===== config.mk =====
export PLATFORM = sky130hd
export DESIGN_NAME = scpad_dram_req_mq_flat
export DESIGN_NICKNAME = d
export VERILOG_FILES = /design/src/rtl/scpad_dram_req_mq_pkg.sv /design/src/rtl/scpad_dram_req_mq_if.sv /design/src/rtl/scpad_dram_req_mq_rr_arb.sv /design/src/rtl/scpad_dram_req_mq.sv /design/src/flat_wrapper.sv
export SDC_FILE = /design/constraint.sdc
export NUM_CORES = 2
export LEC_CHECK = 0
export BUFFER_PORTS_ARGS = -buffer_cell sky130_fd_sc_hd__buf_4
export CORE_AREA = 2 2 381 383
export CTS_CLUSTER_SIZE = 12
export DETAILED_ROUTE_END_ITERATION = 8
export DIE_AREA = 0 0 383 385
export PLACE_DENSITY_LB_ADDON = 0.25
export SLEW_MARGIN = 10
export SYNTH_ARGS = -nofsm -noshare
export SYNTH_HDL_FRONTEND = slang
export SYNTH_SLANG_ARGS = --single-unit

===== constraint.sdc =====
create_clock -name CLK -period 25.6 [get_ports CLK]
set_input_delay 1.28 -clock CLK [delete_from_list [all_inputs] [get_ports CLK]]
set_output_delay 1.28 -clock CLK [all_outputs]
set_load 0.005 [all_outputs]

===== src/rtl/scpad_dram_req_mq_pkg.sv =====
// -----------------------------------------------------------------------------
// scpad_pkg
// Shared types and defaults for the scratchpad DRAM request queue.
//   dram_req_t       : one single-beat DRAM request as held in the queue
//   DRAM_ADDR_WIDTH  : default DRAM address width
//   DRAM_ID_WIDTH    : default transaction ID width
//   DRAM_NREQ_WIDTH  : default width of sub_id / num_request
//   DRAM_DATA_WIDTH  : default write-data beat width
//   SCPAD_DRQ_DEPTH  : default queue depth
// -----------------------------------------------------------------------------
package scpad_pkg;

   localparam int DRAM_ADDR_WIDTH = 32;
   localparam int DRAM_ID_WIDTH   = 4;
   localparam int DRAM_NREQ_WIDTH = 3;
   localparam int DRAM_DATA_WIDTH = 128;
   localparam int SCPAD_DRQ_DEPTH = 8;

   typedef struct packed {
      logic                       write;
      logic [DRAM_ADDR_WIDTH-1:0] addr;
      logic [DRAM_ID_WIDTH-1:0]   id;
      logic [DRAM_NREQ_WIDTH-1:0] sub_id;
      logic [DRAM_NREQ_WIDTH-1:0] num_req;
      logic [DRAM_DATA_WIDTH-1:0] wdata;
   } dram_req_t;

endpackage


===== src/rtl/scpad_dram_req_mq_if.sv =====
// -----------------------------------------------------------------------------
// scpad_dram_req_mq_if
// Bundles the request-side channels, the DRAM-side valid/ready port and the
// queue status outputs of scpad_dram_req_mq.
//   master : the requesting side (channels + DRAM controller model)
//   slave  : the request queue itself
// -----------------------------------------------------------------------------
interface scpad_dram_req_mq_if
   import scpad_pkg::*;
#(
   parameter int NUM_CH = 2,
   parameter int DEPTH  = SCPAD_DRQ_DEPTH,
   parameter int ADDR_W = DRAM_ADDR_WIDTH,
   parameter int ID_W   = DRAM_ID_WIDTH,
   parameter int DATA_W = DRAM_DATA_WIDTH,
   parameter int NREQ_W = DRAM_NREQ_WIDTH
);
   localparam int OCC_W = $clog2(DEPTH + 1);

   logic [NUM_CH-1:0]        in_valid;
   logic [NUM_CH-1:0]        in_ready;
   logic [NUM_CH-1:0]        in_write;
   logic [NUM_CH*ADDR_W-1:0] in_addr;
   logic [NUM_CH*ID_W-1:0]   in_id;
   logic [NUM_CH*NREQ_W-1:0] in_sub_id;
   logic [NUM_CH*NREQ_W-1:0] in_num_req;
   logic [NUM_CH*DATA_W-1:0] in_wdata;

   logic                     out_valid;
   logic                     out_ready;
   logic                     out_write;
   logic [ADDR_W-1:0]        out_addr;
   logic [ID_W-1:0]          out_id;
   logic [NREQ_W-1:0]        out_sub_id;
   logic [DATA_W-1:0]        out_wdata;

   logic [OCC_W-1:0]         occupancy;
   logic                     full;
   logic                     empty;
   logic                     burst_complete;
   logic [ID_W-1:0]          burst_id;

   modport master (
      output in_valid, in_write, in_addr, in_id, in_sub_id, in_num_req, in_wdata,
      output out_ready,
      input  in_ready, out_valid, out_write, out_addr, out_id, out_sub_id, out_wdata,
      input  occupancy, full, empty, burst_complete, burst_id
   );

   modport slave (
      input  in_valid, in_write, in_addr, in_id, in_sub_id, in_num_req, in_wdata,
      input  out_ready,
      output in_ready, out_valid, out_write, out_addr, out_id, out_sub_id, out_wdata,
      output occupancy, full, empty, burst_complete, burst_id
   );

endinterface


===== src/rtl/scpad_dram_req_mq_rr_arb.sv =====
// -----------------------------------------------------------------------------
// scpad_rr_arb
// NUM_CH-wide round-robin arbiter. Grants the first requester at or after the
// internal pointer; the pointer moves just past the granted channel only when
// the grant is actually used (advance_i).
//   CLK, nRST   : clock, asynchronous active-low reset (pointer -> channel 0)
//   req_i       : per-channel request
//   advance_i   : the current grant was consumed this cycle
//   grant_o     : one-hot grant (all zero when nothing requests)
//   grant_idx_o : index of the granted channel (0 when nothing requests)
// -----------------------------------------------------------------------------
module scpad_rr_arb #(
   parameter int NUM_CH = 2
) (
   input  logic                                     CLK,
   input  logic                                     nRST,
   input  logic [NUM_CH-1:0]                        req_i,
   input  logic                                     advance_i,
   output logic [NUM_CH-1:0]                        grant_o,
   output logic [((NUM_CH > 1) ? $clog2(NUM_CH) : 1)-1:0] grant_idx_o
);
   localparam int CH_W = (NUM_CH > 1) ? $clog2(NUM_CH) : 1;

   logic [CH_W-1:0]   ptr_q;
   logic [CH_W-1:0]   ptr_d;
   logic [CH_W-1:0]   idx_s;
   logic              found_s;
   logic [NUM_CH-1:0] grant_s;

   function automatic logic [CH_W-1:0] wrap_idx(input logic [CH_W-1:0] base, input int off);
      int sum;
      sum = (int'(base) + off) % NUM_CH;
      return CH_W'(sum);
   endfunction

   // Scan from the pointer and keep the first requester found
   always_comb begin
      found_s = 1'b0;
      idx_s   = '0;
      for (int i = 0; i < NUM_CH; i++) begin
         if (!found_s && req_i[wrap_idx(ptr_q, i)]) begin
            found_s = 1'b1;
            idx_s   = wrap_idx(ptr_q, i);
         end else begin
            found_s = found_s;
         end
      end
   end

   // One-hot grant from the selected index
   always_comb begin
      grant_s = '0;
      if (found_s) begin
         grant_s[idx_s] = 1'b1;
      end else begin
         grant_s = '0;
      end
   end

   // Pointer moves to the channel after the one that was served
   always_comb begin
      ptr_d = ptr_q;
      if (advance_i) begin
         if (idx_s == CH_W'(NUM_CH - 1)) begin
            ptr_d = '0;
         end else begin
            ptr_d = idx_s + CH_W'(1);
         end
      end else begin
         ptr_d = ptr_q;
      end
   end

   // Round-robin pointer register
   always_ff @(posedge CLK or negedge nRST) begin
      if (!nRST) begin
         ptr_q <= '0;
      end else begin
         ptr_q <= ptr_d;
      end
   end

   assign grant_o     = grant_s;
   assign grant_idx_o = idx_s;

endmodule


===== src/rtl/scpad_dram_req_mq.sv =====
// -----------------------------------------------------------------------------
// scpad_dram_req_mq
// Multi-channel DRAM request queue. NUM_CH channels are round-robin arbitrated
// into a DEPTH-entry in-order FIFO that drains to the DRAM controller over a
// valid/ready port. A per-ID beat counter pulses burst_complete one cycle after
// the last beat of a burst is accepted by DRAM.
//   CLK, nRST : clock, asynchronous active-low reset
//   bus       : scpad_dram_req_mq_if.slave (request channels, DRAM port, status)
// Build option:
//   SCPAD_DRQ_BYPASS_EN : when defined, a request granted while the FIFO is
//                         empty is presented on out_* in the same cycle and is
//                         not stored if DRAM takes it immediately.
// -----------------------------------------------------------------------------
module scpad_dram_req_mq
   import scpad_pkg::*;
#(
   parameter int NUM_CH = 2,
   parameter int DEPTH  = SCPAD_DRQ_DEPTH,
   parameter int ADDR_W = DRAM_ADDR_WIDTH,
   parameter int ID_W   = DRAM_ID_WIDTH,
   parameter int DATA_W = DRAM_DATA_WIDTH,
   parameter int NREQ_W = DRAM_NREQ_WIDTH
) (
   input  logic               CLK,
   input  logic               nRST,
   scpad_dram_req_mq_if.slave bus
);
   localparam int IDX_W = $clog2(DEPTH);
   localparam int PTR_W = IDX_W + 1;
   localparam int OCC_W = $clog2(DEPTH + 1);
   localparam int CH_W  = (NUM_CH > 1) ? $clog2(NUM_CH) : 1;
   localparam int NID   = 1 << ID_W;
   localparam int CNT_W = NREQ_W + 1;

   // FIFO storage (not reset)
   logic              mem_write_q [DEPTH];
   logic [ADDR_W-1:0] mem_addr_q  [DEPTH];
   logic [ID_W-1:0]   mem_id_q    [DEPTH];
   logic [NREQ_W-1:0] mem_sub_q   [DEPTH];
   logic [NREQ_W-1:0] mem_num_q   [DEPTH];
   logic [DATA_W-1:0] mem_wdata_q [DEPTH];

   logic [PTR_W-1:0]  wr_ptr_q, wr_ptr_d;
   logic [PTR_W-1:0]  rd_ptr_q, rd_ptr_d;
   logic [NREQ_W-1:0] cnt_q [NID];
   logic              burst_complete_q;
   logic [ID_W-1:0]   burst_id_q;

   logic [NUM_CH-1:0] grant_s;
   logic [CH_W-1:0]   gidx_s;
   logic              any_grant_s;
   logic              empty_s, full_s;
   logic              enq_acc_s, wr_en_s, deq_s, rd_adv_s, bypass_s;
   logic              out_valid_s;

   logic              sel_write_s;
   logic [ADDR_W-1:0] sel_addr_s;
   logic [ID_W-1:0]   sel_id_s;
   logic [NREQ_W-1:0] sel_sub_s;
   logic [NREQ_W-1:0] sel_num_s;
   logic [DATA_W-1:0] sel_wdata_s;

   logic              head_write_s;
   logic [ADDR_W-1:0] head_addr_s;
   logic [ID_W-1:0]   head_id_s;
   logic [NREQ_W-1:0] head_sub_s;
   logic [NREQ_W-1:0] head_num_s;
   logic [DATA_W-1:0] head_wdata_s;

   logic [CNT_W-1:0]  eff_num_s;
   logic [CNT_W-1:0]  cnt_inc_s;
   logic              done_s;

   scpad_rr_arb #(.NUM_CH(NUM_CH)) u_arb (
      .CLK         (CLK),
      .nRST        (nRST),
      .req_i       (bus.in_valid),
      .advance_i   (enq_acc_s),
      .grant_o     (grant_s),
      .grant_idx_o (gidx_s)
   );

   // Pointer MSB distinguishes a full wrap from an empty queue
   assign empty_s     = (wr_ptr_q == rd_ptr_q);
   assign full_s      = (wr_ptr_q[IDX_W] != rd_ptr_q[IDX_W]) &&
                        (wr_ptr_q[IDX_W-1:0] == rd_ptr_q[IDX_W-1:0]);
   assign any_grant_s = |grant_s;
   // full is taken from registered pointers, so a dequeue never frees a slot in the same cycle
   assign enq_acc_s   = any_grant_s & ~full_s;

`ifdef SCPAD_DRQ_BYPASS_EN
   assign bypass_s    = empty_s & any_grant_s;
`else
   assign bypass_s    = 1'b0;
`endif

   assign out_valid_s = ~empty_s | bypass_s;
   assign deq_s       = out_valid_s & bus.out_ready;
   // A bypassed beat taken straight away never touches the storage or pointers
   assign wr_en_s     = enq_acc_s & ~(bypass_s & bus.out_ready);
   assign rd_adv_s    = deq_s & ~bypass_s;

   // Fields of the granted channel
   always_comb begin
      sel_write_s = bus.in_write[gidx_s];
      sel_addr_s  = bus.in_addr[int'(gidx_s)*ADDR_W +: ADDR_W];
      sel_id_s    = bus.in_id[int'(gidx_s)*ID_W +: ID_W];
      sel_sub_s   = bus.in_sub_id[int'(gidx_s)*NREQ_W +: NREQ_W];
      sel_num_s   = bus.in_num_req[int'(gidx_s)*NREQ_W +: NREQ_W];
      sel_wdata_s = bus.in_wdata[int'(gidx_s)*DATA_W +: DATA_W];
   end

   // Head of queue; zero while nothing is presented so reset values are clean
   always_comb begin
      head_write_s = 1'b0;
      head_addr_s  = '0;
      head_id_s    = '0;
      head_sub_s   = '0;
      head_num_s   = '0;
      head_wdata_s = '0;
      if (!empty_s) begin
         head_write_s = mem_write_q[rd_ptr_q[IDX_W-1:0]];
         head_addr_s  = mem_addr_q[rd_ptr_q[IDX_W-1:0]];
         head_id_s    = mem_id_q[rd_ptr_q[IDX_W-1:0]];
         head_sub_s   = mem_sub_q[rd_ptr_q[IDX_W-1:0]];
         head_num_s   = mem_num_q[rd_ptr_q[IDX_W-1:0]];
         head_wdata_s = mem_wdata_q[rd_ptr_q[IDX_W-1:0]];
`ifdef SCPAD_DRQ_BYPASS_EN
      end else if (bypass_s) begin
         head_write_s = sel_write_s;
         head_addr_s  = sel_addr_s;
         head_id_s    = sel_id_s;
         head_sub_s   = sel_sub_s;
         head_num_s   = sel_num_s;
         head_wdata_s = sel_wdata_s;
`endif
      end else begin
         head_write_s = 1'b0;
      end
   end

   // Next-state of the FIFO pointers
   always_comb begin
      wr_ptr_d = wr_ptr_q;
      rd_ptr_d = rd_ptr_q;
      if (wr_en_s) begin
         wr_ptr_d = wr_ptr_q + PTR_W'(1);
      end else begin
         wr_ptr_d = wr_ptr_q;
      end
      if (rd_adv_s) begin
         rd_ptr_d = rd_ptr_q + PTR_W'(1);
      end else begin
         rd_ptr_d = rd_ptr_q;
      end
   end

   // FIFO pointer registers
   always_ff @(posedge CLK or negedge nRST) begin
      if (!nRST) begin
         wr_ptr_q <= '0;
         rd_ptr_q <= '0;
      end else begin
         wr_ptr_q <= wr_ptr_d;
         rd_ptr_q <= rd_ptr_d;
      end
   end

   // Entry storage write; contents are only meaningful once written
   always_ff @(posedge CLK) begin
      if (wr_en_s) begin
         mem_write_q[wr_ptr_q[IDX_W-1:0]] <= sel_write_s;
         mem_addr_q[wr_ptr_q[IDX_W-1:0]]  <= sel_addr_s;
         mem_id_q[wr_ptr_q[IDX_W-1:0]]    <= sel_id_s;
         mem_sub_q[wr_ptr_q[IDX_W-1:0]]   <= sel_sub_s;
         mem_num_q[wr_ptr_q[IDX_W-1:0]]   <= sel_num_s;
         mem_wdata_q[wr_ptr_q[IDX_W-1:0]] <= sel_wdata_s;
      end
   end

   // Burst accounting: num_req of 0 means a single-beat burst; compare one bit wider so the increment cannot alias
   always_comb begin
      eff_num_s = (head_num_s == '0) ? CNT_W'(1) : {1'b0, head_num_s};
      cnt_inc_s = {1'b0, cnt_q[head_id_s]} + CNT_W'(1);
      done_s    = deq_s & (cnt_inc_s == eff_num_s);
   end

   // Per-ID beat counters and the registered completion pulse
   always_ff @(posedge CLK or negedge nRST) begin
      if (!nRST) begin
         for (int i = 0; i < NID; i++) begin
            cnt_q[i] <= '0;
         end
         burst_complete_q <= 1'b0;
         burst_id_q       <= '0;
      end else begin
         burst_complete_q <= done_s;
         if (deq_s) begin
            if (done_s) begin
               cnt_q[head_id_s] <= '0;
               burst_id_q       <= head_id_s;
            end else begin
               cnt_q[head_id_s] <= cnt_inc_s[NREQ_W-1:0];
            end
         end
      end
   end

   assign bus.in_ready       = grant_s & {NUM_CH{~full_s}};
   assign bus.out_valid      = out_valid_s;
   assign bus.out_write      = head_write_s;
   assign bus.out_addr       = head_addr_s;
   assign bus.out_id         = head_id_s;
   assign bus.out_sub_id     = head_sub_s;
   assign bus.out_wdata      = head_wdata_s;
   assign bus.occupancy      = OCC_W'(wr_ptr_q - rd_ptr_q);
   assign bus.full           = full_s;
   assign bus.empty          = empty_s;
   assign bus.burst_complete = burst_complete_q;
   assign bus.burst_id       = burst_id_q;

endmodule

===== src/flat_wrapper.sv =====
// flat-port wrapper written by rule: the top's interface ports become plain ports
module scpad_dram_req_mq_flat import scpad_pkg::*;
#(
   parameter int NUM_CH = 2,
   parameter int DEPTH  = SCPAD_DRQ_DEPTH,
   parameter int ADDR_W = DRAM_ADDR_WIDTH,
   parameter int ID_W   = DRAM_ID_WIDTH,
   parameter int DATA_W = DRAM_DATA_WIDTH,
   parameter int NREQ_W = DRAM_NREQ_WIDTH
)
  (CLK, nRST, bus_in_valid, bus_in_write, bus_in_addr, bus_in_id, bus_in_sub_id, bus_in_num_req, bus_in_wdata, bus_out_ready, bus_in_ready, bus_out_valid, bus_out_write, bus_out_addr, bus_out_id, bus_out_sub_id, bus_out_wdata, bus_occupancy, bus_full, bus_empty, bus_burst_complete, bus_burst_id);
  scpad_dram_req_mq_if #(.NUM_CH(NUM_CH), .DEPTH(DEPTH), .ADDR_W(ADDR_W), .ID_W(ID_W), .DATA_W(DATA_W), .NREQ_W(NREQ_W)) bus_i ();
  input  logic CLK;
  input  logic nRST;
  input wire logic [$bits(bus_i.in_valid)-1:0] bus_in_valid;
  input wire logic [$bits(bus_i.in_write)-1:0] bus_in_write;
  input wire logic [$bits(bus_i.in_addr)-1:0] bus_in_addr;
  input wire logic [$bits(bus_i.in_id)-1:0] bus_in_id;
  input wire logic [$bits(bus_i.in_sub_id)-1:0] bus_in_sub_id;
  input wire logic [$bits(bus_i.in_num_req)-1:0] bus_in_num_req;
  input wire logic [$bits(bus_i.in_wdata)-1:0] bus_in_wdata;
  input wire logic [$bits(bus_i.out_ready)-1:0] bus_out_ready;
  output wire logic [$bits(bus_i.in_ready)-1:0] bus_in_ready;
  output wire logic [$bits(bus_i.out_valid)-1:0] bus_out_valid;
  output wire logic [$bits(bus_i.out_write)-1:0] bus_out_write;
  output wire logic [$bits(bus_i.out_addr)-1:0] bus_out_addr;
  output wire logic [$bits(bus_i.out_id)-1:0] bus_out_id;
  output wire logic [$bits(bus_i.out_sub_id)-1:0] bus_out_sub_id;
  output wire logic [$bits(bus_i.out_wdata)-1:0] bus_out_wdata;
  output wire logic [$bits(bus_i.occupancy)-1:0] bus_occupancy;
  output wire logic [$bits(bus_i.full)-1:0] bus_full;
  output wire logic [$bits(bus_i.empty)-1:0] bus_empty;
  output wire logic [$bits(bus_i.burst_complete)-1:0] bus_burst_complete;
  output wire logic [$bits(bus_i.burst_id)-1:0] bus_burst_id;
  assign bus_i.in_valid = bus_in_valid;
  assign bus_i.in_write = bus_in_write;
  assign bus_i.in_addr = bus_in_addr;
  assign bus_i.in_id = bus_in_id;
  assign bus_i.in_sub_id = bus_in_sub_id;
  assign bus_i.in_num_req = bus_in_num_req;
  assign bus_i.in_wdata = bus_in_wdata;
  assign bus_i.out_ready = bus_out_ready;
  assign bus_in_ready = bus_i.in_ready;
  assign bus_out_valid = bus_i.out_valid;
  assign bus_out_write = bus_i.out_write;
  assign bus_out_addr = bus_i.out_addr;
  assign bus_out_id = bus_i.out_id;
  assign bus_out_sub_id = bus_i.out_sub_id;
  assign bus_out_wdata = bus_i.out_wdata;
  assign bus_occupancy = bus_i.occupancy;
  assign bus_full = bus_i.full;
  assign bus_empty = bus_i.empty;
  assign bus_burst_complete = bus_i.burst_complete;
  assign bus_burst_id = bus_i.burst_id;
  scpad_dram_req_mq #(.NUM_CH(NUM_CH), .DEPTH(DEPTH), .ADDR_W(ADDR_W), .ID_W(ID_W), .DATA_W(DATA_W), .NREQ_W(NREQ_W)) u_core (.CLK(CLK), .nRST(nRST), .bus(bus_i));
endmodule

==> impl_metrics.json <==
{
  "status": "finished clean",
  "synth.top_cells.by_count": "1368 x edfxtp_1, 353 x nand2_1, 339 x mux4_2, 209 x mux2_2, 172 x a21oi_1",
  "path_common_cell": "buf_4",
  "hold_viol": 0,
  "holdPathStages": 1,
  "fin_nets": 3809,
  "required_ns": 24.32,
  "regToRegSetupSlack_ns": 18.95,
  "rsz0062_at_grt": "no",
  "ctsResizeCount": 0,
  "worstSetupPathType": "flop to output port",
  "numCtsBuffers": 152,
  "initial_core_util": 0.3985,
  "avgRoutedWirePerCell_um": 24.76,
  "place.detailed.hpwl_mm": 73.49,
  "setup_viol": 0,
  "drive_gt1_frac": 0.3768,
  "dp_cells": 5204,
  "cts_sinks": 1430,
  "synth_nets": 3248,
  "synth_cell_type_count": 64,
  "antenna_found_initial": 0,
  "cp-end-kind": "output port",
  "antenna_cells": 0,
  "synthFlopType": "edfxtp_1",
  "period_needed_ns": 6.870,
  "ctsHtreeMaxLevel": 4,
  "synthTopCellsByArea": "edfxtp_1 72%, mux4_2 13%, mux2_2 4.1%, dfrtp_1 2.7%, nand2_1 2.3%",
  "finalMaxSlewViolations": 0,
  "grt_usage": 0.1836,
  "grt_max_degree": 128,
  "cpMaxStageDelayCell": "dfrtp_4",
  "ys_seq_elements": 1430,
  "synth_area_um2": 57040,
  "synth.most_common_cell": "edfxtp_1",
  "vdd_drop_max_mv": 0.1265,
  "grt_pass1_wl_mm": 199.8,
  "cts_setup_buffers": 0,
  "ant_nets": 0,
  "io_pins": 529,
  "timing.rr.end": "u_core.cnt_q[19]",
  "avgSynthCellArea_um2": 19.71,
  "max_freq_mhz": 145.6,
  "fillCellCount": 11963,
  "hold_class": "flop to flop",
  "clk_path_buf_depth": 3,
  "clk_pin_slew_ns": 0.06,
  "clock_latency_ns": 0.78,
  "place.gp.congestion": 0.8199,
  "area_delta_synth_final_pct": 18.96,
  "dr_total_vias": 29056,
  "rows": 139,
  "finalSetupTns_ns": 0,
  "synth_edf_count": 1368,
  "slew-limit-headroom": 0.2581,
  "synth_top_area_frac": 0.7202,
  "dr.pass1.iters": 7,
  "ctsHoldBuffers": 0,
  "clockRootBuffer": "clkbuf_16",
  "port_buffers": 528,
  "min_from": "u_core.wr_ptr_q[3]",
  "drc": 0,
  "holdPathEnd": "u_core.wr_ptr_q[3]",
  "slowest_delay_ns": 0.83,
  "overflow": 0,
  "reg2reg_from": "u_core.rd_ptr_q[2]",
  "vias_per_cell": 5.320,
  "dieArea_um2": 147500,
  "ff_latch_area_um2": 42640,
  "drt_iter0_markers": 2012,
  "design.core.area_um2": 143100,
  "die_w_um": 383,
  "crit_path_max_fanout": 71,
  "fin_crit_sh": 0.2684,
  "grt_pass1_vias": 30527,
  "ys_seq_area_frac": 0.7474,
  "worstMarginPinSlew_ns": 1.109,
  "path_cells": "inv_6, ha_1, nand4_2, clkinv_4, buf_4, buf_4, a21oi_1, buf_4",
  "synth_top_area_cell": "edfxtp_1",
  "synth-async-reset-ratio": 0.04336,
  "clock_skew_ns": 0.02418,
  "yosys_warnings": 0,
  "dieHeight_um": 385,
  "drv_cap": 0,
  "instances_no_fill": 5462,
  "multi_input_area_um2": 13690,
  "rr_worst_depth": 17,
  "routed_wirelength_mm": 135.2,
  "tritoncts": "built",
  "pwr_density_cell_nw_per_um2": 129.0,
  "synth_cells": 2894,
  "p_leak_nw": 22.93,
  "start_kind": "flop",
  "critPathArrivalTime_ns": 5.59
}
[how the worst max path moves through the flow]
stage	startpoint	endpoint	depth (start not counted)
2_1_floorplan	u_core.rd_ptr_q[1]	u_core.mem_addr_q[4][0]	10
3_5_place_dp	u_core.rd_ptr_q[2]	u_core.cnt_q[19]	17
4_1_cts	u_core.rd_ptr_q[2]	bus_out_addr[9]	8
5_1_grt	u_core.rd_ptr_q[2]	bus_out_addr[9]	8
6_report	u_core.rd_ptr_q[2]	bus_out_addr[9]	8
3_3_place_gp	u_core.rd_ptr_q[2]	u_core.cnt_q[25]	17
[layout by cell type, fill, tap and decap left out, drive strengths merged, types with 7 or more instances in the layout]
master / n
a21oi: 172
a31oi: 8
buf: 573
clkbuf: 214
clkinv: 34
dfrtp: 62
edfxtp: 1368
inv: 33
mux2: 212
mux2i: 24
mux4: 339
nand2: 353
nand3: 20
nor2: 30
nor3: 8
nor4: 7
o21ai: 16
xnor2: 9
[worst max-delay path: cells and delay by family (launching register included)]
family	cells	cell delay, ns
buffers and inverters	5	2.74
flip-flops	1	0.83
adder cells (fa/ha/maj)	1	0.51
AND/OR/NAND/NOR	1	0.42
AO/OA/AOI/OAI	1	0.24
[routing by layer]
layer	routed length (um)	share of wire	vias to the layer above	GRT usage
met5	0	0	-	0
met4	2969	0.022	0	0.05227
met3	7758	0.057	169	0.03835
met2	66990	0.50	818	0.3057
met1	57500	0.43	15291	0.2447
li1	-	-	12778	-
[final cells by class]
type                    count  area share
flip-flops and latches   1430      0.6285
multi-input cells        1270      0.2018
repair buffers            573     0.06487
clock buffers             214     0.06150
well taps                1903     0.03509
clock inverters            44    0.006528
inverters                  28    0.001770
[stage by stage]
stage / power, W / setup slack [ns] / hold WS (ns) / instance area, um^2 / util
after detailed placement: 0.006838 / 18.88 / 0.4783 / 63240 / 0.4418
final: 0.008756 / 18.73 / 0.4895 / 67850 / 0.4740
after floorplan: 0.005625 / 4.534 / 0.4574 / 57040 / -
after global placement: 0.006812 / 18.89 / 0.4749 / 63240 / 0.4418
after CTS: 0.008914 / 18.46 / 0.4918 / 67850 / 0.4740
after global routing: 0.009253 / 18.31 / 0.5147 / 67850 / 0.4740
[state kept, by name (all words and copies together) (netlist names)]
name and count:
u_core.rd_ptr_q 4, u_core.bus.burst_id 4, u_core.mem_sub_q 24, u_core.mem_write_q 8, u_core.bus.burst_complete 1, u_core.cnt_q 48
u_core.wr_ptr_q 4, u_core.mem_num_q 24, u_core.mem_wdata_q 1024, u_core.u_arb.ptr_q 1, u_core.mem_id_q 32, u_core.mem_addr_q 256
[cell families after synthesis]
family                   Yosys count  share of synthesized area
flip-flops                      1430                     0.7474
AND/OR/NAND/NOR                  447                    0.03251
buffers and inverters            194                    0.01356
multiplexers                     575                     0.1799
adder cells (fa/ha/maj)            7                   0.001667
XOR/XNOR                          10                   0.001536
AO/OA/AOI/OAI                    231                    0.02338
[where the power goes]
| part | switching [W] | leakage (nW) | total, W | internal (W) |
|---|---|---|---|---|
| Combinational | 0.00190 | 7.48 | 0.00330 | 0.00139 |
| Sequential | 0.000172 | 13.2 | 0.00341 | 0.00324 |
| Clock | 0.000882 | 2.23 | 0.00205 | 0.00117 |
| Total | 0.00296 | 22.9 | 0.00876 | 0.00580 |
No activity file was read; power rests on OpenSTA's default activity.
